--- src/rtl/dvs_ravens_pkg.sv ---
// Shared types and constants for the DVS-to-Ravens event path.
package dvs_ravens_pkg;

  localparam int EVENT_BITS        = 16;
  localparam int EVENT_QUEUE_DEPTH = 12;
  localparam int DROP_CNT_BITS     = 16;

  typedef logic [EVENT_BITS-1:0]                event_t;
  typedef logic [$clog2(EVENT_QUEUE_DEPTH)-1:0] event_addr_t;

  typedef enum logic {
    OP_READ  = 1'b0,
    OP_WRITE = 1'b1
  } queue_op_e;

endpackage

--- src/rtl/event_queue_ptr.sv ---
// Wrapping SRAM pointer for the event queue; DEPTH need not be a power of two.
module event_queue_ptr
  import dvs_ravens_pkg::*;
#(
  parameter int DEPTH = EVENT_QUEUE_DEPTH
) (
  input  logic                     clk,
  input  logic                     rst_n,
  input  logic                     advance,
  output logic [$clog2(DEPTH)-1:0] ptr
);

  localparam int AW = $clog2(DEPTH);
  localparam logic [AW-1:0] LAST = AW'(DEPTH - 1);

  // Pointer register: steps by one and wraps from DEPTH-1 back to zero.
  always_ff @(posedge clk or negedge rst_n) begin
    if (!rst_n) begin
      ptr <= {AW{1'b0}};
    end else if (advance) begin
      ptr <= (ptr == LAST) ? {AW{1'b0}} : ptr + AW'(1'b1);
    end
  end

endmodule

--- src/rtl/event_queue_ctrl.sv ---
// FIFO controller arbitrating one single-port event SRAM between producer and consumer.
// Optional drop counter is enabled by defining EVENT_QUEUE_DROP_CNT_EN.
module event_queue_ctrl
  import dvs_ravens_pkg::*;
#(
  parameter int DEPTH = EVENT_QUEUE_DEPTH,
  parameter int WIDTH = EVENT_BITS
) (
  input  logic                     clk,
  input  logic                     rst_n,
  input  logic                     in_valid,
  input  logic [WIDTH-1:0]         in_event,
  output logic                     in_ready,
  output logic                     out_valid,
  output logic [WIDTH-1:0]         out_event,
  input  logic                     out_ready,
  output logic [$clog2(DEPTH):0]   level,
  output logic [$clog2(DEPTH)-1:0] sram_addr,
  output logic [WIDTH-1:0]         sram_d_in,
  output logic                     sram_wr_en,
  output logic                     sram_sense_en,
  input  logic [WIDTH-1:0]         sram_d_out
`ifdef EVENT_QUEUE_DROP_CNT_EN
 ,output logic [DROP_CNT_BITS-1:0] drop_cnt
`endif
);

  localparam int AW = $clog2(DEPTH);
  localparam int CW = AW + 1;
  localparam logic [CW-1:0] FULL_COUNT = CW'(DEPTH);

  logic [AW-1:0] wr_ptr;
  logic [AW-1:0] rd_ptr;
  logic [CW-1:0] count;
  queue_op_e     last_op;
  logic          wr_req;
  logic          rd_req;
  logic          wr_gnt;
  logic          rd_gnt;
  logic          conflict;

  assign wr_req = in_valid && (count != FULL_COUNT);
  assign rd_req = (count != {CW{1'b0}}) && (!out_valid || out_ready);

  // Grant at most one SRAM access; a conflict goes to the opposite of the last winner.
  always_comb begin
    wr_gnt   = 1'b0;
    rd_gnt   = 1'b0;
    conflict = 1'b0;
    if (wr_req && rd_req) begin
      conflict = 1'b1;
      if (last_op == OP_READ) begin
        wr_gnt = 1'b1;
      end else begin
        rd_gnt = 1'b1;
      end
    end else if (wr_req) begin
      wr_gnt = 1'b1;
    end else if (rd_req) begin
      rd_gnt = 1'b1;
    end else begin
      wr_gnt = 1'b0;
      rd_gnt = 1'b0;
    end
  end

  event_queue_ptr #(.DEPTH(DEPTH)) u_wr_ptr (
    .clk     (clk),
    .rst_n   (rst_n),
    .advance (wr_gnt),
    .ptr     (wr_ptr)
  );

  event_queue_ptr #(.DEPTH(DEPTH)) u_rd_ptr (
    .clk     (clk),
    .rst_n   (rst_n),
    .advance (rd_gnt),
    .ptr     (rd_ptr)
  );

  // Strobes are gated by rst_n so the SRAM sees no access while reset is held.
  assign in_ready      = wr_gnt;
  assign sram_wr_en    = wr_gnt & rst_n;
  assign sram_sense_en = rd_gnt & rst_n;
  assign sram_addr     = wr_gnt ? wr_ptr : rd_ptr;
  assign sram_d_in     = in_event;
  assign out_event     = sram_d_out;
  assign level         = count;

  // Occupancy, presented-event flag and conflict history.
  always_ff @(posedge clk or negedge rst_n) begin
    if (!rst_n) begin
      count     <= {CW{1'b0}};
      out_valid <= 1'b0;
      last_op   <= OP_READ;
    end else begin
      if (wr_gnt) begin
        count <= count + CW'(1'b1);
      end else if (rd_gnt) begin
        count <= count - CW'(1'b1);
      end
      out_valid <= rd_gnt || (out_valid && !out_ready);
      if (conflict) begin
        last_op <= wr_gnt ? OP_WRITE : OP_READ;
      end
    end
  end

`ifdef EVENT_QUEUE_DROP_CNT_EN
  localparam logic [DROP_CNT_BITS-1:0] DROP_MAX = {DROP_CNT_BITS{1'b1}};

  // Saturating count of cycles where upstream offered an event into a full queue.
  always_ff @(posedge clk or negedge rst_n) begin
    if (!rst_n) begin
      drop_cnt <= {DROP_CNT_BITS{1'b0}};
    end else if (in_valid && (count == FULL_COUNT) && (drop_cnt != DROP_MAX)) begin
      drop_cnt <= drop_cnt + DROP_CNT_BITS'(1'b1);
    end
  end
`endif

endmodule

--- config.mk ---
export PLATFORM = sky130hd
export DESIGN_NAME = event_queue_ctrl
export DESIGN_NICKNAME = d
export VERILOG_FILES = /design/src/rtl/dvs_ravens_pkg.sv /design/src/rtl/event_queue_ptr.sv /design/src/rtl/event_queue_ctrl.sv
export SDC_FILE = /design/constraint.sdc
export NUM_CORES = 1
export LEC_CHECK = 0
export ABC_AREA = 0
export CAP_MARGIN = 15
export CORE_UTILIZATION = 34
export CTS_CLUSTER_SIZE = 28
export DETAILED_ROUTE_END_ITERATION = 10
export PLACE_DENSITY = 0.78
export SYNTH_ARGS = -nofsm -noshare
export SYNTH_HDL_FRONTEND = slang
export SYNTH_SLANG_ARGS = --single-unit
--- constraint.sdc ---
create_clock -name clk -period 3.6 [get_ports clk]
set_input_delay 0.36 -clock clk [delete_from_list [all_inputs] [get_ports clk]]
set_output_delay 0.36 -clock clk [all_outputs]
set_load 0.01 [all_outputs]
==> metrics, run 1 <==
GRT Overall Usage=12.8%; Crit path largest cell delay=490 ps; Slew Viols, Final=0; run status=completed; Vias=774; Final Util=35.1%; RSZ-0062 raised after global routing=false; layout cells sized above 1=11.9%; global route overflow=0; TritonCTS Buffers=3; largest net degree at the start of global routing=17; WP data required=3240 ps; synthesized net count=163; final wirelength=2.19 mm; fin crit period=2860 ps; Syn Area/Cell=9.58 um2; # hold bufs at CTS=0; CP cell instances=nor3_4, a21boi_4, a21oi_4, mux2_1, clkdlybuf4s50_1; worst slew pin tran=428 ps; number of global-route vias before repair=761; Crit Path Max Fanout=16; top_reg_cell synth=dfrtp_1; final-layout fill cell count=357; Setup TNS Final=0 ps; Root Buffer=clkbuf_4; area grow syn2layout=-0.743%; Setup Fix Bufs, Post-CTS=0; CTS max path bufs=2; IO Pins=81; Die Ht=60.9 um; leak pwr=0.478 nW; PwrDens=974 nW/um2; maxcap violations=0; most frequent cells in the layout=clkdlybuf4s50_1, dfrtp_1, nand2_1; Min-Delay Path Class=in2async; post-synthesis cell type count=36; # rows=21; Residual DRC=0; WHS=285 ps; synthesized area=1180 um2; Via-to-Cell Ratio=4.99; Post-synth EDFFs=0; Max VDD drop=0.236 mV; multi-input logic area=524 um2; commonest non-fill, non-tap cell in the layout=clkdlybuf4s50_1; Clk pin slew, worst setup/hold paths=100 ps; asr flop ratio synth=100%; number of routed nets with antenna violations=0; DR iter-0 viols=16; CP max stage cell=clkdlybuf4s50_1; Worst-Skew Late Latency=290 ps; Worst setup EP type=primary output; H-tree levels=1; worst clock skew=2.47 ps; TritonCTS clock tree=done; Num Clock Sinks=15; Die ar.=3710 um2; WP data arrival=2500 ps; starting density of the core=35.3%; routed length per placed instance=14.1 um; post_cts resized=0; drt first pass iters=4; diodes inserted=0; critical path's top delay family=compound AO/OA/AOI/OAI gates; global-route wire length before repair=3.46 mm; sequential cell area=375 um2; CP bufs+invs=1; Rel. slew slack=71.4%; Yosys warnings=0; final hold viol count=0; Syn Inst Count=123; r2r setup slk=1060 ps; nets=150; Final GP Congestion=0.769; FMAX=350 MHz; die width=60.9 um; critical path class=reg2out; initial antenna violation count=0; Seq/Total Area, Yosys=31.8%; Yosys reg bits=15; final setup vio count=0; CP Launch Type=register; fin crit share=79.4%; HPWL Detailed=1.74 mm; Core Region=3340 um2; Buffers on Ports=16
==> cells in the mapped netlist (all sizes together), types with 3 or more instances <==
cell type | count | area share (%)
nor2 | 6 | 2.1
o21ai | 4 | 2.0
mux2 | 8 | 7.6
inv | 4 | 1.3
nand3 | 3 | 1.3
nor3 | 3 | 2.2
a31o | 3 | 3.0
a21oi | 3 | 2.2
buf | 35 | 22
xnor2 | 5 | 3.7
a31oi | 4 | 2.1
ha | 4 | 4.2
nand2 | 10 | 3.2
dfrtp | 15 | 32
==> cells by family after synthesis <==
family	after synthesis	synth area share, %
adder cells (fa/ha/maj)	4	4.25
multiplexers	8	7.64
XOR/XNOR	5	3.72
AND/OR/NAND/NOR	30	13.3
AO/OA/AOI/OAI	22	15.6
flip-flops	15	31.8
buffers and inverters	39	23.7
==> metal layers <==
layer	global-route usage, %	part of all wire (%)	vias up
li1	-	-	366
met1	15.6	41	374
met2	21.0	49	31
met3	4.05	8.9	3
met4	5.19	0.87	0
met5	0	0	-
==> cell type report <==
| type | instances | share of cell area [%] |
|---|---|---|
| repair buffers | 17 | 14.3 |
| well taps | 46 | 4.92 |
| flip-flops and latches | 15 | 32.1 |
| inverters | 4 | 1.28 |
| clock inverters | 1 | 0.642 |
| clock buffers | 3 | 1.93 |
| multi-input cells | 69 | 44.8 |
==> path summary, 6_finish.rpt <==
kind	from	end	depth (start not counted)
max	level[0]$_DFFE_PN0P_	sram_addr[3]	5
min	rst_n	level[3]$_DFFE_PN0P_	1
max reg2reg	level[0]$_DFFE_PN0P_	level[4]$_DFFE_PN0P_	9
min reg2reg	out_valid$_DFF_PN0_	out_valid$_DFF_PN0_	2
max in group asynchronous	rst_n	out_valid$_DFF_PN0_	2
min in group clk	out_valid$_DFF_PN0_	out_valid$_DFF_PN0_	2
==> power breakdown <==
part           internal (mW)  switching, mW
logic                  0.348          0.289
clock network         0.0423         0.0608
registers              0.259          0.141
total                  0.649          0.491
==> per-stage QoR <==
stage / setup slack [ps] / power [mW] / instances / cell area, um2
after floorplan: 1240 / 0.849 / 123 / 1180
after global placement: 912 / 1.00 / 151 / 1140
after detailed placement: 871 / 1.04 / 151 / 1140
after CTS: 730 / 1.15 / 155 / 1170
after global routing: 575 / 1.24 / 155 / 1170
final: 743 / 1.14 / 155 / 1170
==> sequential cells by signal, indices dropped and copies added (netlist names) <==
signal and count:
level 5, u_rd_ptr.ptr 4, u_wr_ptr.ptr 4, last_op 1
out_valid 1
No activity file was read; power rests on OpenSTA's default activity.
==> inputs of run 2 (changes only) <==
- clock period: 3.6 -> 2.7 ns (I/O delays scaled with it)
==> run 2 against run 1 <==
First-iteration DRC count increased by 31%. Combinational power increased by 41%. Clock skew barely moved. Final area is 3.0% higher. Clock-buffer cell count unchanged. Non-clock buffer count up 5. Critical path depth did not move. Core utilization up 1.0 points. Global-route usage decreased by 0.17 points. Worst setup slack lost 620 ps. Total power grew 36%. Largest cell class unchanged. Largest power group unchanged. Highest routed layer unchanged.
==> metrics, run 2 (same netlist as run 1, synthesis figures left out) <==
final non-filler cell total=160 (+3.2%); critical path class=reg2out; most frequent cells in the layout=clkdlybuf4s50_1, dfrtp_1, nand2_1; nets=155 (+3.3%); # hold bufs at CTS=0 (unchanged); reg2reg path depth=10 (+1); die width=60.9 um (unchanged); leak pwr=0.507 nW (+5.9%); number of global-route vias before repair=770 (+1.2%); GRT Overall Usage=12.6% (-0.17 points); diodes inserted=0 (unchanged); Setup TNS Final=0 ps (unchanged); layout cells sized above 1=15.8% (+3.9 points); final wirelength=2.19 mm (-0.14%); TritonCTS Buffers=3 (unchanged); FMAX=389 MHz; initial antenna violation count=0 (unchanged); IO Pins=81 (unchanged); Core Region=3340 um2 (unchanged); WHS=339 ps (+53.8 ps); RSZ-0062 raised after global routing=false; Worst setup EP type=primary output; fin crit period=2570 ps; WP data required=2430 ps (-810 ps); Clk pin slew, worst setup/hold paths=90 ps (about the same); routed length per placed instance=13.7 um (-3.3%); fin crit share=95.3%; maxcap violations=0 (unchanged); Post-Place Cells=154 (+2.0%); final hold viol count=0 (unchanged); Buffers on Ports=16 (unchanged); Residual DRC=0 (unchanged); HPWL Detailed=1.72 mm (-1.5%); pre-CTS setup slack=102 ps (-768 ps); run status=completed; Die Ht=60.9 um (unchanged); area grow syn2layout=2.23%; Vias=800 (+3.4%); worst clock skew=2.20 ps (-0.274 ps); Crit Path Max Fanout=9 (-7); largest net degree at the start of global routing=10 (-7); Max VDD drop=0.263 mV (+11%); PwrDens=1280 nW/um2 (+32%); Root Buffer=clkbuf_4; global-route wire length before repair=3.36 mm (-3.0%); drt first pass iters=4 (unchanged); final setup margin=128 ps (-616 ps); Slew Viols, Final=0 (unchanged); worst slew pin tran=315 ps (-113 ps); Rel. slew slack=79.0% (+7.6 points); DR iter-0 viols=21 (+5); Min-Delay Path Class=in2async; Final GP Congestion=0.788 (+2.4%); TritonCTS clock tree=done; # rows=21 (unchanged); starting density of the core=35.3% (unchanged); H-tree levels=1 (unchanged); number of routed nets with antenna violations=0 (unchanged); WP data arrival=2300 ps (-200 ps); Worst-Skew Late Latency=290 ps (about the same); global route overflow=0 (unchanged); final setup vio count=0 (unchanged); Largest register FFs=5 (unchanged); commonest non-fill, non-tap cell in the layout=clkdlybuf4s50_1; Num Clock Sinks=15 (unchanged); Die ar.=3710 um2 (unchanged); Via-to-Cell Ratio=5.00 (+0.13%); CTS max path bufs=2 (unchanged); CP Launch Type=register
==> run 2: changes by cell type in the layout (fill, tap and decap cells not counted), sizes merged <==
cell      change
clkinvlp      -1
buf           +5
clkinv        +1
==> run 2: critical path, stage by stage, from the launching register on <==
cell and delay [ps]:
dfrtp_1 450, nor3_4 320, a21boi_4 140, a21oi_4 260, mux2_1 360, clkdlybuf4s50_1 480
==> run 2: path summary, 6_finish.rpt <==
path | start | end | slack, ps
max | level[4]$_DFFE_PN0P_ | sram_addr[3] | 130
max reg2reg | level[4]$_DFFE_PN0P_ | level[4]$_DFFE_PN0P_ | 240
min in group clk | u_rd_ptr.ptr[1]$_DFFE_PN0P_ | u_rd_ptr.ptr[1]$_DFFE_PN0P_ | 540
min reg2reg | u_rd_ptr.ptr[1]$_DFFE_PN0P_ | u_rd_ptr.ptr[1]$_DFFE_PN0P_ | 540
max in group asynchronous | rst_n | out_valid$_DFF_PN0_ | 2230
min | rst_n | u_rd_ptr.ptr[2]$_DFFE_PN0P_ | 340
==> run 2: power breakdown <==
group	leakage [nW]	switching (mW)	internal, mW	total [mW]
sequential	0.177	0.170	0.345	0.516
combinational	0.312	0.401	0.497	0.898
clock	0.0177	0.0787	0.0552	0.134
==> run 2: what timing repair did <==
item,4_1_cts,5_1_grt
endpoints found under the setup margin,3,3
gates cloned,0,0
pin swaps,1,1
gates resized for setup,0,0
setup buffers,2,0
hold endpoints to repair,0,0
==> run 2: layout make-up <==
type / count / area (um2)
Clock buffer: 3 / 22.5
Clock inverter: 1 / 5.00
Fill cell: 327 / 2130
Inverter: 4 / 15.0
Multi-Input combinational cell: 69 / 524
Sequential cell: 15 / 375
Tap cell: 46 / 57.6
Timing Repair Buffer: 22 / 205
==> run 2: metrics by stage <==
stage,total power [mW],util [%],area (um2)
2_1_floorplan,1.13,-,1180
3_3_place_gp,1.36,34.8,1160
3_5_place_dp,1.40,34.8,1160
4_1_cts,1.56,36.1,1200
5_1_grt,1.67,36.1,1200
6_report,1.55,36.1,1200
==> run 2: routing by layer <==
metal | wire [um] | global-route usage (%) | part of all wire (%) | vias up
met1 | 829 | 12.7 | 38 | 386
met2 | 1090 | 21.5 | 50 | 36
met3 | 225 | 4.90 | 10 | 4
met4 | 44 | 8.77 | 2.0 | 0
met5 | 0 | 0 | 0 | -
li1 | - | - | - | 374
==> inputs of run 3 (changes only) <==
--- a/constraint.sdc
+++ b/constraint.sdc
@@ -3,2 +3,2 @@
 set_output_delay 0.27 -clock clk [all_outputs]
-set_load 0.01 [all_outputs]
+set_load 0.02 [all_outputs]
==> run 3 against run 2 <==
Sequential power about the same. Non-clock buffer count is 1 lower. Worst hold slack worse by 120 ps. Maximum frequency rose by 1.7%. Routed wire length is 9.3% higher. Global-route usage up 1.6 points. Critical endpoint is now sram_wr_en. Final area increased by 1.1%. Cell count down 0.63%. Sequential share of layout area down 0.35 points. Flip-flop and latch count is the same. Die area is the same. Largest cell class unchanged.
==> metrics, run 3 (same netlist as run 1, synthesis figures left out) <==
Worst setup EP type=primary output; IO Pins=81 (unchanged); number of routed nets with antenna violations=0 (unchanged); HPWL Detailed=1.85 mm (+7.7%); Residual DRC=0 (unchanged); starting density of the core=35.3% (unchanged); diodes inserted=0 (unchanged); Root Buffer=clkbuf_4; r2r setup slk=190 ps (-50 ps); CP Launch Type=register; area grow syn2layout=3.40%; FMAX=395 MHz (+1.7%); Vias=789 (-1.4%); DR iter-0 viols=41 (+95%); drt first pass iters=4 (unchanged); Final GP Congestion=0.768 (-2.6%); TritonCTS Buffers=3 (unchanged); WP data arrival=2260 ps (-40 ps); Max VDD drop=0.295 mV (+12%); Worst-Skew Late Latency=290 ps (about the same); layout cells sized above 1=14.2% (-1.6 points); Buffers on Ports=16 (unchanged); largest net degree at the start of global routing=14 (+4); fin crit share=93.7% (-1.6 points); Largest register FFs=5 (unchanged); final-layout fill cell count=339 (+3.7%); final wirelength=2.39 mm (+9.3%); global-route wire length before repair=3.78 mm (+13%); GRT Overall Usage=14.2% (+1.6 points); PwrDens=1340 nW/um2 (+4.6%); fin crit period=2530 ps (-43.0 ps); RSZ-0062 raised after global routing=false; H-tree levels=1 (unchanged); CTS max path bufs=2 (unchanged); global route overflow=0 (unchanged); worst flop-to-flop path startpoint=level[4]$_DFFE_PN0P_; commonest non-fill, non-tap cell in the layout=dfrtp_1; most frequent cells in the layout=dfrtp_1, clkdlybuf4s50_1, nand2_1; worst clock skew=3.77 ps (+1.58 ps); final setup vio count=0 (unchanged); reg2reg path depth=11 (+1); Setup TNS Final=0 ps (unchanged); Clk pin slew, worst setup/hold paths=90 ps (about the same); run status=completed; Final Util=36.5% (+0.41 points); routed length per placed instance=15.0 um (+10%); Rel. slew slack=79.5% (+0.53 points); nets=154 (-0.65%); WP data required=2430 ps (about the same); die width=60.9 um (unchanged); Num Clock Sinks=15 (unchanged); initial antenna violation count=0 (unchanged); final hold viol count=0 (unchanged); leak pwr=0.546 nW (+7.8%); Die Ht=60.9 um (unchanged); Min-Delay Path Class=in2async; Die ar.=3710 um2 (unchanged); TritonCTS clock tree=done; # hold bufs at CTS=0 (unchanged); # rows=21 (unchanged); Core Region=3340 um2 (unchanged); Slew Viols, Final=0 (unchanged); number of global-route vias before repair=824 (+7.0%); critical path class=reg2out; Crit Path Max Fanout=13 (+4); WHS=215 ps (-124 ps); Via-to-Cell Ratio=4.96 (-0.75%); worst slew pin tran=306 ps (-9.42 ps); maxcap violations=0 (unchanged); RR Endpoint=level[4]$_DFFE_PN0P_; launch point of the worst path=level[4]$_DFFE_PN0P_
run 3: how the worst max path moves through the flow:
stage                           endpoint  slack (ps)  cells after the start
CTS                         sram_addr[0]           1                      6
detailed placement  level[4]$_DFFE_PN0P_          30                     10
floorplan           level[4]$_DFFE_PN0P_         250                     11
global route        level[4]$_DFFE_PN0P_          30                     11
finish                        sram_wr_en         170                      6
global placement            sram_addr[3]         120                      6
run 3: timing repair:
item,CTS,global route
setup buffers,2,0
pin swaps,1,1
resized for setup,0,4
setup endpoints to repair,5,4
run 3: area by class of cell:
cell class              count  area, um2  share of cell area [%]
repair buffers             21        220                    18.1
well taps                  46       57.6                    4.72
flip-flops and latches     15        375                    30.8
multi-input cells          69        524                    43.0
clock buffers               4       26.3                    2.16
inverters                   4       15.0                    1.23
run 3: worst max-delay path, stage by stage (launching register included):
cell,delay (ps)
dfrtp_1,450
nor3_4,320
a21boi_4,140
a21oi_4,180
buf_12,150
and2_1,130
clkdlybuf4s50_1,600
run 3: stage by stage:
step	cells	cell area, um2	power [mW]	worst slack [ps]
6_report	159	1220	1.64	171
5_1_grt	159	1220	1.78	28.4
4_1_cts	159	1210	1.66	1.48
3_5_place_dp	153	1150	1.50	28.5
3_3_place_gp	153	1150	1.44	117
2_1_floorplan	123	1180	1.23	254
run 3: report_power, final:
group          switching, mW  internal (mW)
sequential             0.171          0.345
clock                 0.0719         0.0575
combinational          0.491          0.501
total                  0.733          0.904
run 3: metal layers:
layer | wire length (um) | up-vias | share of wire (%) | track usage, %
met5 | 0 | - | 0 | 0
li1 | - | 375 | - | -
met2 | 1200 | 31 | 50 | 25.0
met4 | 31 | 0 | 1.3 | 6.82
met1 | 943 | 378 | 39 | 15.1
met3 | 216 | 5 | 9.0 | 5.12
